==> config.mk <==
export PLATFORM = sky130hd
export DESIGN_NAME = arc4_key_search
export DESIGN_NICKNAME = d
export VERILOG_FILES = /design/src/rtl/arc4_key_search.sv
export SDC_FILE = /design/constraint.sdc
export NUM_CORES = 1
export LEC_CHECK = 0
export ABC_CLOCK_PERIOD_IN_PS = 2600
export BUFFER_PORTS_ARGS = -buffer_cell sky130_fd_sc_hd__buf_2
export CAP_MARGIN = 0
export CORE_MARGIN = 4
export CORE_UTILIZATION = 50
export CTS_CLUSTER_SIZE = 24
export DETAILED_ROUTE_END_ITERATION = 7
export PLACE_DENSITY = 0.82
export SYNTH_ARGS = -nofsm -noshare
export SYNTH_HDL_FRONTEND = slang
export SYNTH_SLANG_ARGS = --single-unit
==> constraint.sdc <==
create_clock -name CLOCK_50 -period 2.6 [get_ports CLOCK_50]
set_input_delay 0.39 -clock CLOCK_50 [delete_from_list [all_inputs] [get_ports CLOCK_50]]
set_output_delay 0.39 -clock CLOCK_50 [all_outputs]
set_load 0.02 [all_outputs]
==> src/rtl/arc4_key_search.sv <==
`default_nettype none
// ---------------------------------------------------------------------------
// arc4_key_search: steps candidate keys through an external ARC4 core and
// accepts the first key whose decrypted plaintext is entirely in range.
// Revision: 1.0
// ---------------------------------------------------------------------------
module arc4_key_search #(
    parameter int         KEY_WIDTH = 24,
    parameter int         KEY_FIRST = 0,
    parameter int         KEY_STEP  = 1,
    parameter logic [7:0] LO_CHAR   = 8'h20,
    parameter logic [7:0] HI_CHAR   = 8'h7E
) (
    input  logic                 CLOCK_50,
    input  logic                 rst_n,
    input  logic                 start,
    input  logic                 stop,
    output logic                 rdy,
    output logic                 done,
    output logic                 key_valid,
    output logic [KEY_WIDTH-1:0] key,
    output logic                 arc_en,
    input  logic                 arc_rdy,
    output logic                 pt_sel,
    output logic [7:0]           pt_addr,
    input  logic [7:0]           pt_rddata
);

    localparam logic [2:0] S_IDLE      = 3'd0;
    localparam logic [2:0] S_LAUNCH    = 3'd1;
    localparam logic [2:0] S_WAIT_CORE = 3'd2;
    localparam logic [2:0] S_READ_LEN  = 3'd3;
    localparam logic [2:0] S_CHECK     = 3'd4;
    localparam logic [2:0] S_FOUND     = 3'd5;
    localparam logic [2:0] S_FAIL      = 3'd6;

    localparam logic [KEY_WIDTH-1:0] KEY_INIT = KEY_WIDTH'(KEY_FIRST);
    localparam logic [KEY_WIDTH:0]   STEP_EXT = (KEY_WIDTH+1)'(KEY_STEP);

    logic [2:0]           state_q, state_d;
    logic [KEY_WIDTH-1:0] key_q, key_d;
    logic                 done_q, done_d;
    logic                 key_valid_q, key_valid_d;
    logic                 stop_lat_q, stop_lat_d;
    logic                 phase_q, phase_d;
    logic [7:0]           len_q, len_d;
    logic [7:0]           addr_q, addr_d;
    logic [7:0]           cmp_q, cmp_d;

    logic                 accept;
    logic                 reject;
    logic                 byte_ok;
    logic [KEY_WIDTH:0]   key_sum;

    always_comb begin
        state_d     = state_q;
        key_d       = key_q;
        done_d      = done_q;
        key_valid_d = key_valid_q;
        stop_lat_d  = stop_lat_q;
        len_d       = len_q;
        addr_d      = 8'd0;
        cmp_d       = 8'd0;
        accept      = 1'b0;
        reject      = 1'b0;
        arc_en      = 1'b0;
        key_sum     = {1'b0, key_q} + STEP_EXT;
        byte_ok     = (pt_rddata >= LO_CHAR) && (pt_rddata <= HI_CHAR);

        case (state_q)
            S_IDLE, S_FOUND, S_FAIL: begin
                if (start) begin
                    state_d     = S_LAUNCH;
                    key_d       = KEY_INIT;
                    done_d      = 1'b0;
                    key_valid_d = 1'b0;
                    stop_lat_d  = 1'b0;
                end
            end
            S_LAUNCH: begin
                if (stop) begin
                    state_d = S_FAIL;
                end else if (arc_rdy) begin
                    arc_en  = 1'b1;
                    state_d = S_WAIT_CORE;
                end
            end
            S_WAIT_CORE: begin
                // The core may not have dropped arc_rdy yet in the first cycle.
                if (stop) stop_lat_d = 1'b1;
                if (phase_q && arc_rdy) begin
                    state_d = (stop_lat_q || stop) ? S_FAIL : S_READ_LEN;
                end
            end
            S_READ_LEN: begin
                if (phase_q) begin
                    len_d = pt_rddata;
                    if (pt_rddata == 8'd0) begin
                        accept = 1'b1;
                    end else if (stop) begin
                        state_d = S_FAIL;
                    end else begin
                        state_d = S_CHECK;
                        addr_d  = 8'd1;
                    end
                end else if (stop) begin
                    state_d = S_FAIL;
                end
            end
            S_CHECK: begin
                // cmp_q names the byte arriving now; addr_q is the read in flight.
                addr_d = addr_q;
                cmp_d  = addr_q;
                if (addr_q < len_q) addr_d = addr_q + 8'd1;
                if (cmp_q != 8'd0 && !byte_ok) begin
                    reject = 1'b1;
                end else if (cmp_q != 8'd0 && cmp_q == len_q) begin
                    accept = 1'b1;
                end else if (stop) begin
                    state_d = S_FAIL;
                end
            end
            default: state_d = S_IDLE;
        endcase

        if (accept) begin
            state_d     = S_FOUND;
            done_d      = 1'b1;
            key_valid_d = 1'b1;
        end else if (reject) begin
            if (stop || key_sum[KEY_WIDTH]) begin
                state_d = S_FAIL;
            end else begin
                key_d   = key_sum[KEY_WIDTH-1:0];
                state_d = S_LAUNCH;
            end
        end

        if (state_d == S_FAIL && state_q != S_FAIL) begin
            done_d      = 1'b1;
            key_valid_d = 1'b0;
        end

        phase_d = (state_d == state_q);
    end

    always_ff @(posedge CLOCK_50 or negedge rst_n) begin
        if (!rst_n) begin
            state_q     <= S_IDLE;
            key_q       <= KEY_INIT;
            done_q      <= 1'b0;
            key_valid_q <= 1'b0;
            stop_lat_q  <= 1'b0;
            phase_q     <= 1'b0;
            len_q       <= 8'd0;
            addr_q      <= 8'd0;
            cmp_q       <= 8'd0;
        end else begin
            state_q     <= state_d;
            key_q       <= key_d;
            done_q      <= done_d;
            key_valid_q <= key_valid_d;
            stop_lat_q  <= stop_lat_d;
            phase_q     <= phase_d;
            len_q       <= len_d;
            addr_q      <= addr_d;
            cmp_q       <= cmp_d;
        end
    end

    assign rdy       = (state_q == S_IDLE) || (state_q == S_FOUND) || (state_q == S_FAIL);
    assign pt_sel    = (state_q == S_READ_LEN) || (state_q == S_CHECK);
    assign pt_addr   = addr_q;
    assign key       = key_q;
    assign done      = done_q;
    assign key_valid = key_valid_q;

endmodule
`default_nettype wire

==> impl_metrics.yaml, run 1 <==
clock_tree:
  clk_pin_slew_ps: 100
  htreeDepth: 2
  cts_hold_buf: 0
  clkSinkCount: 55
  post-cts-setup-buffers: 0
  numCtsBuffers: 5
  clockBufferDepth: 2
  ctsResizeCount: 0
  cts_tree: "built"
  clk_latency_ps: 300
  root_buffer: "clkbuf_8"
layout:
  fin_util: 0.5970
  layout_commonest_cell: "dfrtp_1"
  drive_gt1_frac: 0.2487
  finalInstanceArea_sq_um: 3535
  area_growth_pct: 15.26
  num_antenna_cells: 0
  fillerInstances: 511
  most-common-layout-cells: "55 x dfrtp_1, 49 x buf_2, 29 x nor2_1"
  finalNetCount: 396
floorplan:
  initial_core_util: 0.5180
  die-width_um: 86.32
  ios: 50
  die_area_sq_um: 7450
  fp.coreArea_sq_um: 5921
  fp.dieH_um: 86.32
  rows: 28
placement:
  place_area_sq_um: 3447
  place.gp.congestion: 0.8912
  port_buffers: 49
  dpl.hpwl_um: 5387
  dp_slack_ps: 287.9
sta:
  whs_ps: -1.894
  finClkSkew_ps: 6.432
  final.period_utilization: 0.8943
  worst_slew_margin_rel: 0.5461
  rsz0062_at_grt: "false"
  setup_viol: 0
  tns_ps: 0
  maxSlewViolCount: 0
  period_minus_slack_ps: 2325
  max_clock_freq_mhz: 430.1
  layout_setup_ws_ps: 274.9
  worst-slew-pin-transition_ps: 676.4
  final_hold_viol_count: 3
yosys:
  synth_edf_count: 0
  syn_area_sq_um: 3067
  ys_types: 51
  synth_compound_area_frac: 0.1244
  yosysWarnings: 0
  synth-simple-area-share: 0.2468
  synthXorXnorAreaFrac: 0.05712
  yosys.area_share.adder: 0.03672
  syn_area_per_cell_sq_um: 9.644
  synthCells: 318
  ys_async_sr_fraction: 1.000
  synthMuxAreaShare: 0.05426
  synth-main-ff-cell: "dfrtp_1"
  synth-seq-cells: 55
  synth_nets: 340
  synth_top_family_by_area: "simple AND/OR/NAND/NOR gates"
  yosysSeqAreaShare: 0.4488
power_and_ir_drop:
  switching_share: 0.3774
  powerDensity_nw_per_um2: 711.0
  p_clk_frac: 0.190
  combPwrFrac: 0.367
  p_int_mw: 1.565
  ir_drop_v: 0.0005746
  leakage_nw: 1.858
  p_seq_frac: 0.443
  p_sw_uw: 948.6
routing:
  post-route-drc-count: 0
  vias_per_cell: 5.824
  ant_nets: 0
  wirelength_um: 7211
  drt_iter0_markers: 207
  first_pass_iters: 4
  vias: 2615
  wl_per_cell_um: 16.06
grt:
  grt_max_degree: 38
  grt_usage: 0.2002
  grt_antenna_before_repair: 0
  grt_pass1_vias: 2661
  grt_first_pass_wirelength_um: 12020
  grt_overflow: 0
status:
  status: "finished with violations"
  violations: "hold timing"
worst_setup_path:
  worstPathArrival_ps: 2540
  cp_max_fo: 14
  startpoint: "key[7]"
  cp_slowest_cell: "or4b_4"
  path_common_cell: "and4_4"
  cp-end-kind: "register"
  crit_chain: "and3_1, and4_4, and4_4, nor2_4, or4b_4, xor2_1, nor4_2"
  max_stage_delay_ps: 560
  required_ps: 2820
  startpoint_type: "register"
  reg2reg_from: "key[7]"
  crit_type: "reg2reg"
  r2r_cells: 7
  r2r_slack_ps: 270
  r2r-end: "phase_q"
  crit_path_end: "phase_q"
hold_path:
  hold_class: "in2async"
flow_run:
  drv_cap: 0
[state kept, by name, summed over array words and instances, names as in the netlist]
| register | count |
|---|---|
| key | 24 |
| cmp_q | 8 |
| len_q | 8 |
| pt_addr | 8 |
| state_q | 3 |
| done | 1 |
| key_valid | 1 |
| phase_q | 1 |
| stop_lat_q | 1 |
[cell families (layout without fill, tap and decap cells)]
kind of cell               Yosys count  count (layout)
and+or+nand+nor                    138             138
AOI/OAI and AO/OA                   57              57
DFF                                 55              55
buffers and inverters               24              80
xor gates and xnor gates            20              20
muxes                               15              15
adders and majority gates            9               9
[critical path, delay by kind of cell, from the launching register on]
family           cells  cell delay [ps]
XOR/XNOR             1              160
flip-flops           1              440
AND/OR/NAND/NOR      6             1640
[synthesized netlist by cell type (all sizes together), types with 5 or more instances]
cell type | count | area [sq um]
and4 | 5 | 48.80
buf | 5 | 26.27
xor2 | 20 | 175.2
nor3 | 5 | 25.02
clkbuf | 8 | 30.03
nand2b | 5 | 31.28
ha | 9 | 112.6
and3 | 11 | 68.82
nor4 | 8 | 71.32
mux2 | 13 | 146.4
nand4 | 8 | 50.05
nor2 | 30 | 120.1
dfrtp | 55 | 1376
inv | 11 | 41.29
nand2 | 28 | 105.1
a21oi | 13 | 65.06
o21ai | 19 | 95.09
nand3 | 26 | 130.1
[worst min path at each step]
| stage | endpoint | slack (ps) | cells past startpoint |
|---|---|---|---|
| 5_1_grt | key[17] | 20 | 1 |
| 3_5_place_dp | key[12] | 350 | 1 |
| 2_1_floorplan | cmp_q[0] | 90 | 0 |
| 6_report | key[12] | -2 | 1 |
| 3_3_place_gp | key[12] | 340 | 1 |
| 4_1_cts | key[12] | 9 | 1 |
[power groups by stage]
| stage | clock, mW | combinational, mW | sequential [mW] |
|---|---|---|---|
| 2_1_floorplan | 0 | 0.694 | 1.08 |
| 3_3_place_gp | 0 | 0.882 | 1.12 |
| 3_5_place_dp | 0 | 0.912 | 1.13 |
| 4_1_cts | 0.485 | 0.915 | 1.11 |
| 5_1_grt | 0.519 | 1.03 | 1.13 |
| 6_report | 0.478 | 0.922 | 1.11 |
[per-stage QoR]
stage / hold WS (ps) / total power [mW] / cells
3_5_place_dp: 345.1 / 2.037 / 442
3_3_place_gp: 340.3 / 2.004 / 442
2_1_floorplan: 94.41 / 1.776 / 318
5_1_grt: 19.40 / 2.682 / 449
6_report: -1.894 / 2.513 / 449
4_1_cts: 8.746 / 2.509 / 449
[per-layer routing]
metal,vias up,GRT usage,wire (um),part of all wire
met5,-,0,0,0
met4,0,0.07224,108,0.015
met3,10,0.03612,392,0.054
met2,79,0.3231,3337,0.46
met1,1276,0.2717,3372,0.47
li1,1250,-,-,-
[cell type report]
type                            count  area (sq um)  share of cell area
Clock buffer                        6         82.58             0.02336
Clock inverter                      1         5.005            0.001416
Inverter                           11         41.29             0.01168
Multi-Input combinational cell    239          1593              0.4506
Sequential cell                    55          1376              0.3894
Tap cell                           75         93.84             0.02655
Timing Repair Buffer               62         342.8             0.09699
Power figures use the tool's default switching activity.
==> run 2: changes to the inputs <==
--- a/config.mk
+++ b/config.mk
@@ -9,10 +9,11 @@
 export BUFFER_PORTS_ARGS = -buffer_cell sky130_fd_sc_hd__buf_2
 export CAP_MARGIN = 0
 export CORE_MARGIN = 4
-export CORE_UTILIZATION = 50
+export CORE_UTILIZATION = 30
+export CTS_BUF_LIST = sky130_fd_sc_hd__clkbuf_2
 export CTS_CLUSTER_SIZE = 24
 export DETAILED_ROUTE_END_ITERATION = 7
-export PLACE_DENSITY = 0.82
+export PLACE_DENSITY = 0.58
 export SYNTH_ARGS = -nofsm -noshare
 export SYNTH_HDL_FRONTEND = slang
 export SYNTH_SLANG_ARGS = --single-unit
==> impl_metrics.yaml, run 2 (synthesized netlist as in run 1, its figures left out) <==
layout:
  most-common-layout-cells: "55 x dfrtp_1, 49 x buf_2, 29 x nor2_1"
  num_antenna_cells: 0
  finalNetCount: 395
  fillerInstances: 1003
  fin_util: 0.3639
  area_growth_pct: 17.05
  largest_reg_flops: 24
  drive_gt1_frac: 0.2440
  layout_commonest_cell: "dfrtp_1"
floorplan:
  die_area_sq_um: 11900
  fp.dieH_um: 109.1
  initial_core_util: 0.3109
  die-width_um: 109.1
  rows: 36
  ios: 50
  fp.coreArea_sq_um: 9864
sta:
  max_clock_freq_mhz: 425.6
  worst_slew_margin_rel: 0.5595
  tns_ps: 0
  rsz0062_at_grt: "false"
  finClkSkew_ps: 36.26
  final_hold_viol_count: 0
  setup_viol: 0
  maxSlewViolCount: 0
  period_minus_slack_ps: 2350
  final.period_utilization: 0.9038
  worst-slew-pin-transition_ps: 656.3
clock_tree:
  clk_latency_ps: 450
  htreeDepth: 2
  root_buffer: "clkbuf_2"
  clockBufferDepth: 2
  cts_tree: "built"
  numCtsBuffers: 5
  clkSinkCount: 55
  clk_pin_slew_ps: 280
  ctsResizeCount: 0
routing:
  wl_per_cell_um: 14.65
  top_layer: "met4"
  post-route-drc-count: 0
  wirelength_um: 7411
  ant_nets: 0
  first_pass_iters: 4
  dr_wl_met2_um: 3359
  wl_met3_um: 308
  vias: 2555
  vias_per_cell: 5.049
  drt_iter0_markers: 244
  met1Wirelength_um: 3666
grt:
  grt_overflow: 0
  grt_usage: 0.1308
  grt_antenna_before_repair: 0
  grt_max_degree: 36
  grt_pass1_vias: 2376
  grt_first_pass_wirelength_um: 12500
placement:
  place.gp.congestion: 0.8481
  dpl.hpwl_um: 5625
  port_buffers: 49
hold_path:
  hold_depth: 2
  hold_class: "in2reg"
status:
  status: "complete, no violations"
worst_setup_path:
  cp_max_fo: 14
  crit_type: "reg2reg"
  r2r_cells: 7
  worstPathArrival_ps: 2740
  cp-end-kind: "register"
  required_ps: 2990
  startpoint_type: "register"
power_and_ir_drop:
  powerDensity_nw_per_um2: 682.5
  ir_drop_v: 0.0003244
  leakage_nw: 1.844
flow_run:
  drv_cap: 0
[run 2: layout make-up]
| cell class | instances | area, sq um | share of cell area |
|---|---|---|---|
| flip-flops and latches | 55 | 1376 | 0.3834 |
| clock inverters | 2 | 37.54 | 0.01046 |
| repair buffers | 61 | 350.3 | 0.09760 |
| multi-input cells | 239 | 1593 | 0.4437 |
| inverters | 11 | 41.29 | 0.01150 |
| well taps | 133 | 166.4 | 0.04636 |
| clock buffers | 5 | 25.02 | 0.006971 |
[run 2: power breakdown]
part | total, mW | switching [mW] | leakage, nW | internal, mW
combinational | 0.888 | 0.514 | 1.07 | 0.374
clock | 0.427 | 0.270 | 0.0350 | 0.156
sequential | 1.13 | 0.164 | 0.739 | 0.971
[run 2: worst paths after layout]
kind,startpoint,slack [ps],to
min,pt_rddata[2],180,len_q[2]
max,key[7],250,phase_q
max reg2reg,key[7],250,phase_q
min reg2reg,key[20],540,key[20]
min in group asynchronous,rst_n,390,key[14]
max in group asynchronous,rst_n,1610,cmp_q[6]
[run 2: critical path, cell delays in order, from the launching register on]
cell	delay, ps
dfrtp_1	480
and3_1	280
and4_4	290
and4_4	280
nor2_4	90
or4b_4	550
xor2_1	170
nor4_2	140
[run 2: routing by layer]
layer	vias to the layer above	GRT usage
met5	-	0
met4	0	0.02705
li1	1252	-
met1	1245	0.1977
met3	5	0.02131
met2	53	0.1961
[run 2: metrics by stage]
step	std cells	setup slack [ps]	total power, mW	area (sq um)	hold slack, ps
3_3_place_gp	497	281.8	2.023	3510	387.0
5_1_grt	506	1.201	2.637	3590	129.3
3_5_place_dp	497	233.9	2.036	3510	393.6
2_1_floorplan	318	337.3	1.776	3067	94.41
6_report	506	250.1	2.450	3590	182.0
4_1_cts	505	208.1	2.466	3582	163.5
[run 2: repair_timing]
action	4_1_cts	5_1_grt
setup buffers	0	1
endpoints found under the setup margin	0	1
hold buffers	1	0
endpoints found under the hold margin	20	0
